`src/rtl/exh_sweep_if.sv`:
```
// Handshake and vector/result bundle between the exhaustive sweep driver and its cone/consumer.
// The sig signal exists only when EXH_SWEEP_SIGNATURE_EN is defined.
interface exh_sweep_if #(
    parameter int unsigned N_IN = 18
);
    logic              start;
    logic              abort;
    logic              res_ack;
    logic              y;
    logic [N_IN-1:0]   x;
    logic              busy;
    logic              done;
    logic [N_IN:0]     onset_cnt;
    logic [N_IN-1:0]   first_idx;
    logic              first_vld;
`ifdef EXH_SWEEP_SIGNATURE_EN
    logic [15:0]       sig;

    modport master (
        input  start, abort, res_ack, y,
        output x, busy, done, onset_cnt, first_idx, first_vld, sig
    );

    modport slave (
        output start, abort, res_ack, y,
        input  x, busy, done, onset_cnt, first_idx, first_vld, sig
    );
`else
    modport master (
        input  start, abort, res_ack, y,
        output x, busy, done, onset_cnt, first_idx, first_vld
    );

    modport slave (
        output start, abort, res_ack, y,
        input  x, busy, done, onset_cnt, first_idx, first_vld
    );
`endif
endinterface

```
`src/rtl/exh_sweep_driver.sv`:
```
// Exhaustive input sweep of a single-output cone: counts onset minterms and the lowest onset index.
// Optional MISR signature over the sampled output stream under EXH_SWEEP_SIGNATURE_EN.
module exh_sweep_driver #(
    parameter int unsigned N_IN          = 18,
    parameter int unsigned SETTLE_CYCLES = 1
) (
    input  logic         clk,
    input  logic         rst_n,
    exh_sweep_if.master  bus
);
    localparam int unsigned CNT_W = N_IN + 1;
    localparam int unsigned H_W   = (SETTLE_CYCLES > 0) ? $clog2(SETTLE_CYCLES + 1) : 1;

    typedef enum logic [1:0] {
        IDLE = 2'd0,
        RUN  = 2'd1,
        DONE = 2'd2
    } state_t;

    state_t            state;
    logic [H_W-1:0]    hold;
    logic [N_IN-1:0]   x;
    logic [CNT_W-1:0]  onset_cnt;
    logic [N_IN-1:0]   first_idx;
    logic              first_vld;
    logic              busy;
    logic              done;

    logic              sample_c;
    logic              last_vec_c;

    assign sample_c   = (hold == H_W'(SETTLE_CYCLES));
    assign last_vec_c = &x;

`ifdef EXH_SWEEP_SIGNATURE_EN
    logic [15:0] sig;

    // CRC-16/CCITT style MISR step, x^16+x^12+x^5+1
    function automatic logic [15:0] misr_next(input logic [15:0] s, input logic b);
        return {s[14:0], 1'b0} ^ ({16{s[15] ^ b}} & 16'h1021);
    endfunction

    always_ff @(posedge clk or negedge rst_n) begin
        if (!rst_n) begin
            sig <= 16'hFFFF;
        end else if (state == IDLE && bus.start) begin
            sig <= 16'hFFFF;
        end else if (state == RUN && !bus.abort && sample_c) begin
            sig <= misr_next(sig, bus.y);
        end
    end

    assign bus.sig = sig;
`endif

    // Sweep FSM: every vector is held SETTLE_CYCLES+1 cycles and y sampled on the last one
    always_ff @(posedge clk or negedge rst_n) begin
        if (!rst_n) begin
            state     <= IDLE;
            hold      <= '0;
            x         <= '0;
            onset_cnt <= '0;
            first_idx <= '0;
            first_vld <= 1'b0;
            busy      <= 1'b0;
            done      <= 1'b0;
        end else begin
            case (state)
                IDLE: begin
                    if (bus.start) begin
                        state     <= RUN;
                        hold      <= '0;
                        x         <= '0;
                        onset_cnt <= '0;
                        first_idx <= '0;
                        first_vld <= 1'b0;
                        busy      <= 1'b1;
                        done      <= 1'b0;
                    end
                end

                RUN: begin
                    if (bus.abort) begin
                        // Partial results stay readable but are never flagged done
                        state <= IDLE;
                        hold  <= '0;
                        x     <= '0;
                        busy  <= 1'b0;
                        done  <= 1'b0;
                    end else if (!sample_c) begin
                        hold <= hold + H_W'(1);
                    end else begin
                        if (bus.y) begin
                            onset_cnt <= onset_cnt + CNT_W'(1);
                            if (!first_vld) begin
                                first_idx <= x;
                                first_vld <= 1'b1;
                            end
                        end
                        hold <= '0;
                        x    <= x + N_IN'(1);
                        if (last_vec_c) begin
                            state <= DONE;
                            busy  <= 1'b0;
                            done  <= 1'b1;
                        end
                    end
                end

                DONE: begin
                    if (bus.res_ack) begin
                        state <= IDLE;
                        done  <= 1'b0;
                    end
                end

                default: begin
                    state <= IDLE;
                    busy  <= 1'b0;
                    done  <= 1'b0;
                end
            endcase
        end
    end

    assign bus.x         = x;
    assign bus.busy      = busy;
    assign bus.done      = done;
    assign bus.onset_cnt = onset_cnt;
    assign bus.first_idx = first_idx;
    assign bus.first_vld = first_vld;

endmodule

```
`src/flat_wrapper.sv`:
```
// flat-port wrapper written by rule: the top's interface ports become plain ports
module exh_sweep_driver_flat 
#(
    parameter int unsigned N_IN          = 18,
    parameter int unsigned SETTLE_CYCLES = 1
)
  (clk, rst_n, bus_start, bus_abort, bus_res_ack, bus_y, bus_x, bus_busy, bus_done, bus_onset_cnt, bus_first_idx, bus_first_vld);
  exh_sweep_if #(.N_IN(N_IN)) bus_i ();
  input  logic clk;
  input  logic rst_n;
  input wire logic [$bits(bus_i.start)-1:0] bus_start;
  input wire logic [$bits(bus_i.abort)-1:0] bus_abort;
  input wire logic [$bits(bus_i.res_ack)-1:0] bus_res_ack;
  input wire logic [$bits(bus_i.y)-1:0] bus_y;
  output wire logic [$bits(bus_i.x)-1:0] bus_x;
  output wire logic [$bits(bus_i.busy)-1:0] bus_busy;
  output wire logic [$bits(bus_i.done)-1:0] bus_done;
  output wire logic [$bits(bus_i.onset_cnt)-1:0] bus_onset_cnt;
  output wire logic [$bits(bus_i.first_idx)-1:0] bus_first_idx;
  output wire logic [$bits(bus_i.first_vld)-1:0] bus_first_vld;
  assign bus_i.start = bus_start;
  assign bus_i.abort = bus_abort;
  assign bus_i.res_ack = bus_res_ack;
  assign bus_i.y = bus_y;
  assign bus_x = bus_i.x;
  assign bus_busy = bus_i.busy;
  assign bus_done = bus_i.done;
  assign bus_onset_cnt = bus_i.onset_cnt;
  assign bus_first_idx = bus_i.first_idx;
  assign bus_first_vld = bus_i.first_vld;
  exh_sweep_driver #(.N_IN(N_IN), .SETTLE_CYCLES(SETTLE_CYCLES)) u_core (.clk(clk), .rst_n(rst_n), .bus(bus_i));
endmodule
```
`config.mk`:
```
export PLATFORM = sky130hd
export DESIGN_NAME = exh_sweep_driver_flat
export DESIGN_NICKNAME = d
export VERILOG_FILES = /design/src/rtl/exh_sweep_if.sv /design/src/rtl/exh_sweep_driver.sv /design/src/flat_wrapper.sv
export SDC_FILE = /design/constraint.sdc
export NUM_CORES = 1
export LEC_CHECK = 0
export CAP_MARGIN = 25
export CORE_ASPECT_RATIO = 1.25
export CORE_MARGIN = 2
export CORE_UTILIZATION = 50
export CTS_CLUSTER_DIAMETER = 120
export DETAILED_ROUTE_END_ITERATION = 7
export PLACE_DENSITY = 0.78
export SLEW_MARGIN = 15
export SYNTH_ARGS = -nofsm -noshare
export SYNTH_HDL_FRONTEND = slang
export SYNTH_SLANG_ARGS = --single-unit
```
`constraint.sdc`:
```
create_clock -name clk -period 3.2 [get_ports clk]
set_input_delay 0.64 -clock clk [delete_from_list [all_inputs] [get_ports clk]]
set_output_delay 0.64 -clock clk [all_outputs]
set_load 0.005 [all_outputs]
```
==> flow_summary.json, run 1 <==
{
  "status": "finished, final reports clean",
  "drive_gt1_share_pct": 7.75,
  "worst_skew_pair.late_latency_ns": 0.34,
  "cts_hold_repair.buffers": 0,
  "clkSinkCount": 61,
  "die_y_um": 92.2,
  "floorplan.die_area_um2": 6880,
  "route.detailed.vias_per_inst": 5.69,
  "nFillCells": 526,
  "pwr_density_cell_nw_per_um2": 416,
  "layout.cells.most_common_list": "sky130_fd_sc_hd__clkdlybuf4s50_1, sky130_fd_sc_hd__dfrtp_1, sky130_fd_sc_hd__nand2_1",
  "final.setup.tns_ns": 0,
  "final_critical_path_setup_slack_ns": 0.707,
  "globalplace.congestion": 0.852,
  "rows": 32,
  "ys_seq_elements": 61,
  "power.share.clock_pct": 39.8,
  "number_of_global_route_vias_before_repair": 2493,
  "cts-htree-levels": 3,
  "post_synth.cell_area_avg_um2": 9.43,
  "power_frac_comb_pct": 11.1,
  "criticalPathCategory": "input port to register",
  "first_pass_grt_wire_length_um": 11800,
  "grt_start_max_net_pins": 29,
  "clock.fmax_ghz": 0.401,
  "clock_skew_ns": 0.00569,
  "cts_buffers": 9,
  "place.detailed.hpwl_um": 5060,
  "gr-usage-met1_pct": 29.5,
  "initial_core_util_pct": 51.2,
  "power.switching_mw": 0.421,
  "met2_usage_pct": 34.8,
  "max-cap-violations": 0,
  "worstPathRequired_ns": 3.47,
  "worst-slew-pin-transition_ns": 0.654,
  "ys_async_sr_fraction_pct": 100,
  "ff_latch_area_um2": 1530,
  "via_total_after_detailed_routing": 2762,
  "max-vdd-ir-drop_uv": 262,
  "report.power.total_mw": 1.68,
  "drt_initial_violations": 165,
  "finish.net_count": 406,
  "placement.io_buffers": 63,
  "layout_min_cycle_time_ns": 2.49,
  "postcts_resize_cnt": 0,
  "p_leak_nw": 1.66,
  "holdWs_ns": 0.324,
  "drc_violations_left": 0,
  "timing.critical_path.arrival_ns": 2.76,
  "grt_setup_unrepaired": "no",
  "antenna_found_initial": 0,
  "crit_slowest_cell": "sky130_fd_sc_hd__a2111o_1",
  "ys_dominant_reg_cell": "sky130_fd_sc_hd__dfrtp_1",
  "grt_most_used_layer": "met2",
  "cts-root-to-sink-buffers": 2,
  "synth_cells": 330,
  "io_pins": 64,
  "critPathBufInv": 1,
  "dp_slack_ns": 0.355,
  "cp_slowest_stage_delay_ns": 0.60,
  "grt-ovfl-total": 0,
  "synthToLayoutAreaGrowth_pct": 29.4,
  "finalHoldViolations": 0,
  "final.period_utilization_pct": 77.9,
  "setup_viol": 0,
  "yosys_warnings": 0,
  "multi_input_area_um2": 1440,
  "worst_setup_path_end_kind": "register",
  "power_report.internal_total_mw": 1.26,
  "first_pass_iters": 4,
  "worstPathCellList": "clkdlybuf4s50_1 -> nand4b_2 -> a2111o_1 -> or4_1 -> a21oi_1",
  "cts_post_setup_buffers_inserted": 0,
  "grt.met3_usage_pct": 6.15,
  "critPathLaunchType": "input port",
  "core_area_um2": 6090,
  "route.antenna.remaining_nets": 0,
  "clk_pin_slew_worst_paths_ns": 0.06,
  "dr_wl_cell_um": 14.8,
  "timing.critical_path.fanout_max": 10,
  "grtUsageTotal_pct": 22.1,
  "num_antenna_cells": 0,
  "synth.cell_area_um2": 3110,
  "timing.critical_path.max_delay_family": "simple AND/OR/NAND/NOR gates",
  "headroom_to_the_max_slew_limit_pct": 56.3,
  "clockRootBuffer": "sky130_fd_sc_hd__clkbuf_8",
  "yosysSeqAreaShare_pct": 49.0,
  "die_width_um": 74.6,
  "power_switching_share_pct": 25.1,
  "min_path_type": "input port to asynchronous set/reset pin",
  "maxSlewViolCount": 0,
  "most_common_cell_after_layout_fill_and_taps_aside": "sky130_fd_sc_hd__clkdlybuf4s50_1",
  "pwr-share-seq_pct": 49.1,
  "ys_types": 46,
  "net_count_of_the_mapped_netlist": 338,
  "synth_enable_flop_cells": 0,
  "finalWirelength_um": 7170,
  "util_after_layout_pct": 66.2,
  "clock_tree_from_tritoncts": "yes"
}
## registers in the layout, indices dropped and copies added, names as in the netlist
signal,flops
u_core.bus.done,1
u_core.state,2
u_core.bus.first_idx,18
u_core.bus.x,18
u_core.bus.onset_cnt,19
u_core.bus.first_vld,1
u_core.bus.busy,1
u_core.hold,1
## cells by family after synthesis
group           after synthesis  share of synthesized area (%)
compound gates               74                           14.9
xor+xnor                      6                           1.69
mux                          18                           5.83
buf+inv                      35                           4.58
flops                        61                           49.0
simple gates                134                           23.2
fa+ha+maj                     2                          0.804
## cells in the mapped netlist (4+ instances only)
| cell | count | area (µm²) |
|---|---|---|
| sky130_fd_sc_hd__a21oi_1 | 24 | 120 |
| sky130_fd_sc_hd__and3_1 | 5 | 31.3 |
| sky130_fd_sc_hd__clkbuf_1 | 10 | 37.5 |
| sky130_fd_sc_hd__dfrtp_1 | 61 | 1530 |
| sky130_fd_sc_hd__inv_1 | 21 | 78.8 |
| sky130_fd_sc_hd__mux2i_1 | 17 | 170 |
| sky130_fd_sc_hd__nand2_1 | 48 | 180 |
| sky130_fd_sc_hd__nand3_1 | 14 | 70.1 |
| sky130_fd_sc_hd__nand4_1 | 6 | 37.5 |
| sky130_fd_sc_hd__nand4b_1 | 4 | 35.0 |
| sky130_fd_sc_hd__nor2_1 | 14 | 52.6 |
| sky130_fd_sc_hd__o21ai_0 | 21 | 105 |
| sky130_fd_sc_hd__o31ai_1 | 10 | 75.1 |
| sky130_fd_sc_hd__or3_1 | 7 | 43.8 |
| sky130_fd_sc_hd__or4_1 | 12 | 90.1 |
| sky130_fd_sc_hd__xnor2_1 | 5 | 43.8 |
## power by group through the flow
stage / clock [mW] / sequential, mW / combinational [mW]
floorplan: 0 / 0.828 / 0.104
CTS: 0.678 / 0.822 / 0.189
global route: 0.715 / 0.825 / 0.206
global placement: 0 / 0.836 / 0.183
detailed placement: 0 / 0.836 / 0.188
finish: 0.667 / 0.823 / 0.187
## per-layer routing
layer	up-vias	part of all wire, %
met4	0	1.2
met3	10	5.5
met2	88	50
li1	1325	-
met5	-	0
met1	1339	43
## worst paths after layout
check	startpoint	to	slack, ns	cells past startpoint
worst max-delay path	bus_abort	u_core.bus.onset_cnt[14]$_DFFE_PN0P_	0.71	5
worst min register to register	u_core.bus.first_idx[3]$_DFFE_PN0P_	u_core.bus.first_idx[3]$_DFFE_PN0P_	0.52	1
min in group clk	u_core.bus.first_idx[3]$_DFFE_PN0P_	u_core.bus.first_idx[3]$_DFFE_PN0P_	0.52	1
worst max register to register	u_core.state[0]$_DFFE_PN0P_	u_core.bus.onset_cnt[14]$_DFFE_PN0P_	1.00	4
worst min-delay path	rst_n	u_core.bus.first_idx[15]$_DFFE_PN0P_	0.32	1
max in group asynchronous	rst_n	u_core.bus.x[6]$_DFFE_PN0P_	2.17	2
## worst reg2reg max path, stage by stage, from the launching register on
cell,delay (ns)
sky130_fd_sc_hd__dfrtp_1,0.61
sky130_fd_sc_hd__nand4b_2,0.26
sky130_fd_sc_hd__a2111o_1,0.60
sky130_fd_sc_hd__or4_1,0.51
sky130_fd_sc_hd__a21oi_1,0.15
## area by class of cell
| class | count | share of cell area [%] |
|---|---|---|
| Sequential cell | 61 | 37.9 |
| Multi-Input combinational cell | 234 | 35.8 |
| Timing Repair Buffer | 71 | 17.0 |
| Clock buffer | 11 | 3.76 |
| Tap cell | 85 | 2.64 |
| Inverter | 21 | 1.96 |
| Clock inverter | 2 | 0.870 |
## metrics by stage
step	cells	instance area, µm²
finish	485	4030
global route	485	4030
CTS	485	4030
detailed placement	472	3840
global placement	472	3840
floorplan	330	3110
Note: power is estimated with default switching activity, not from simulation.
==> run 2: changes to the inputs <==
==> constraint.sdc (replaced) <==
create_clock -name clk -period 2.3 [get_ports clk]
set_input_delay 0.46 -clock clk [delete_from_list [all_inputs] [get_ports clk]]
set_output_delay 0.46 -clock clk [all_outputs]
set_load 0.005 [all_outputs]
==> flow_summary.json, run 2 (synthesized netlist as in run 1, its figures left out) <==
{
  "final.period_utilization_pct": 91.1,
  "dr_wl_cell_um": 14.5,
  "holdWs_ns": 0.115,
  "clock_skew_ns": 0.00881,
  "met2_length_um": 3570,
  "globalplace.congestion": 0.911,
  "floorplan.die_area_um2": 6880,
  "grtUsageTotal_pct": 22.5,
  "clock_tree_from_tritoncts": "yes",
  "rows": 32,
  "headroom_to_the_max_slew_limit_pct": 70.5,
  "max-vdd-ir-drop_uv": 462,
  "route.antenna.remaining_nets": 0,
  "worst_skew_pair.late_latency_ns": 0.35,
  "timing.critical_path.from": "bus_abort",
  "grt_setup_unrepaired": "no",
  "worst_setup_path_end_kind": "register",
  "cts_buffers": 9,
  "layout_top_registers": "u_core.bus.onset_cnt: 19 flops, u_core.bus.first_idx: 18 flops, u_core.bus.x: 18 flops",
  "grt-ovfl-total": 0,
  "num_antenna_cells": 0,
  "detailroute.wirelength.met3_um": 346,
  "finish.instance_area_um2": 4160,
  "grt_start_max_net_pins": 62,
  "status": "finished, final reports clean",
  "cts-htree-levels": 3,
  "place.detailed.hpwl_um": 5110,
  "route.detailed.vias_per_inst": 5.60,
  "cts-root-to-sink-buffers": 2,
  "pwr_density_cell_nw_per_um2": 576,
  "timing.critical_path.fanout_max": 10,
  "die_y_um": 92.2,
  "critical_path.reg2reg.startpoint": "u_core.state[0]$_DFFE_PN0P_",
  "via_total_after_detailed_routing": 2802,
  "number_of_global_route_vias_before_repair": 2582,
  "first_pass_grt_wire_length_um": 12000,
  "worstPathRequired_ns": 2.57,
  "drive_gt1_share_pct": 11.1,
  "clock.fmax_ghz": 0.478,
  "max-cap-violations": 0,
  "placement.io_buffers": 63,
  "critPathLaunchType": "input port",
  "die_width_um": 74.6,
  "layout_min_cycle_time_ns": 2.09,
  "most_common_cell_after_layout_fill_and_taps_aside": "sky130_fd_sc_hd__clkdlybuf4s50_1",
  "layout.cells.most_common_list": "sky130_fd_sc_hd__clkdlybuf4s50_1, sky130_fd_sc_hd__dfrtp_1, sky130_fd_sc_hd__nand2_1",
  "worst-slew-pin-transition_ns": 0.442,
  "clk_pin_slew_worst_paths_ns": 0.07,
  "clockRootBuffer": "sky130_fd_sc_hd__clkbuf_8",
  "antenna_found_initial": 0,
  "clkSinkCount": 61,
  "met1_length_um": 3180,
  "max_flop_register": "u_core.bus.onset_cnt",
  "drc_violations_left": 0,
  "cts_post_setup_buffers_inserted": 0,
  "report.power.total_mw": 2.40,
  "initial_core_util_pct": 51.2,
  "io_pins": 64,
  "criticalPathCategory": "input port to register",
  "synthToLayoutAreaGrowth_pct": 33.8,
  "setup_viol": 0,
  "timing.critical_path.arrival_ns": 2.36,
  "post_dp_cell_area_um2": 3960,
  "largest_register_ffs": 19,
  "finalHoldViolations": 0,
  "p_leak_nw": 1.74,
  "finalWirelength_um": 7230,
  "route.top_layer_used": "met4",
  "core_area_um2": 6090,
  "min_path_type": "input port to asynchronous set/reset pin",
  "drt_initial_violations": 222,
  "maxSlewViolCount": 0,
  "first_pass_iters": 4,
  "finish.net_count": 419
}
[run 2: final cells by class]
| type | count | area (µm²) |
|---|---|---|
| inverter | 21 | 78.8 |
| sequential | 61 | 1530 |
| tap | 85 | 106 |
| fill | 507 | 1920 |
| clock buffer | 11 | 151 |
| timing repair buffer | 84 | 808 |
| multi-input combinational | 234 | 1450 |
| clock inverter | 4 | 47.5 |
[run 2: per-stage QoR]
stage / worst slack, ns / setup TNS [ns] / utilization, % / std cells
floorplan: 0.379 / 0 / - / 330
global placement: -0.0723 / -0.187 / 65.1 / 485
detailed placement: -0.147 / -0.832 / 65.1 / 485
CTS: 0.212 / 0 / 68.4 / 500
global route: 0.121 / 0 / 68.4 / 500
finish: 0.206 / 0 / 68.4 / 500
[run 2: repair_timing]
action,in CTS,in global routing
hold buffers,0,0
gates resized for setup,0,1
endpoints found under the setup margin,0,1
hold endpoints to repair,0,0
[run 2: power by group]
| part | internal [mW] | total, mW | switching (mW) |
|---|---|---|---|
| registers | 1.10 | 1.14 | 0.0414 |
| clock network | 0.549 | 0.972 | 0.423 |
| logic | 0.128 | 0.286 | 0.159 |
| total | 1.78 | 2.40 | 0.623 |
[run 2: metal layers]
layer  GRT usage, %  vias up
met5              0        -
met4           10.1        0
met3           3.52       11
met2           36.3      103
met1           29.5     1337
li1               -     1351
[run 2: path summary, 6_finish.rpt]
kind | slack [ns] | cells after the start | end
worst max-delay path | 0.21 | 5 | u_core.bus.onset_cnt[14]$_DFFE_PN0P_
worst min-delay path | 0.12 | 2 | u_core.bus.onset_cnt[12]$_DFFE_PN0P_
worst max register to register | 0.23 | 4 | u_core.bus.onset_cnt[14]$_DFFE_PN0P_
worst min register to register | 0.52 | 2 | u_core.bus.first_idx[4]$_DFFE_PN0P_
max in group asynchronous | 1.91 | 2 | u_core.bus.first_idx[1]$_DFFE_PN0P_
min in group clk | 0.52 | 2 | u_core.bus.first_idx[4]$_DFFE_PN0P_
[run 2: worst max-delay path, stage by stage]
cell and delay (ns):
sky130_fd_sc_hd__clkdlybuf4s50_1 0.46, sky130_fd_sc_hd__nand4b_2 0.24, sky130_fd_sc_hd__a2111o_1 0.55, sky130_fd_sc_hd__or4_1 0.50, sky130_fd_sc_hd__a21oi_1 0.15
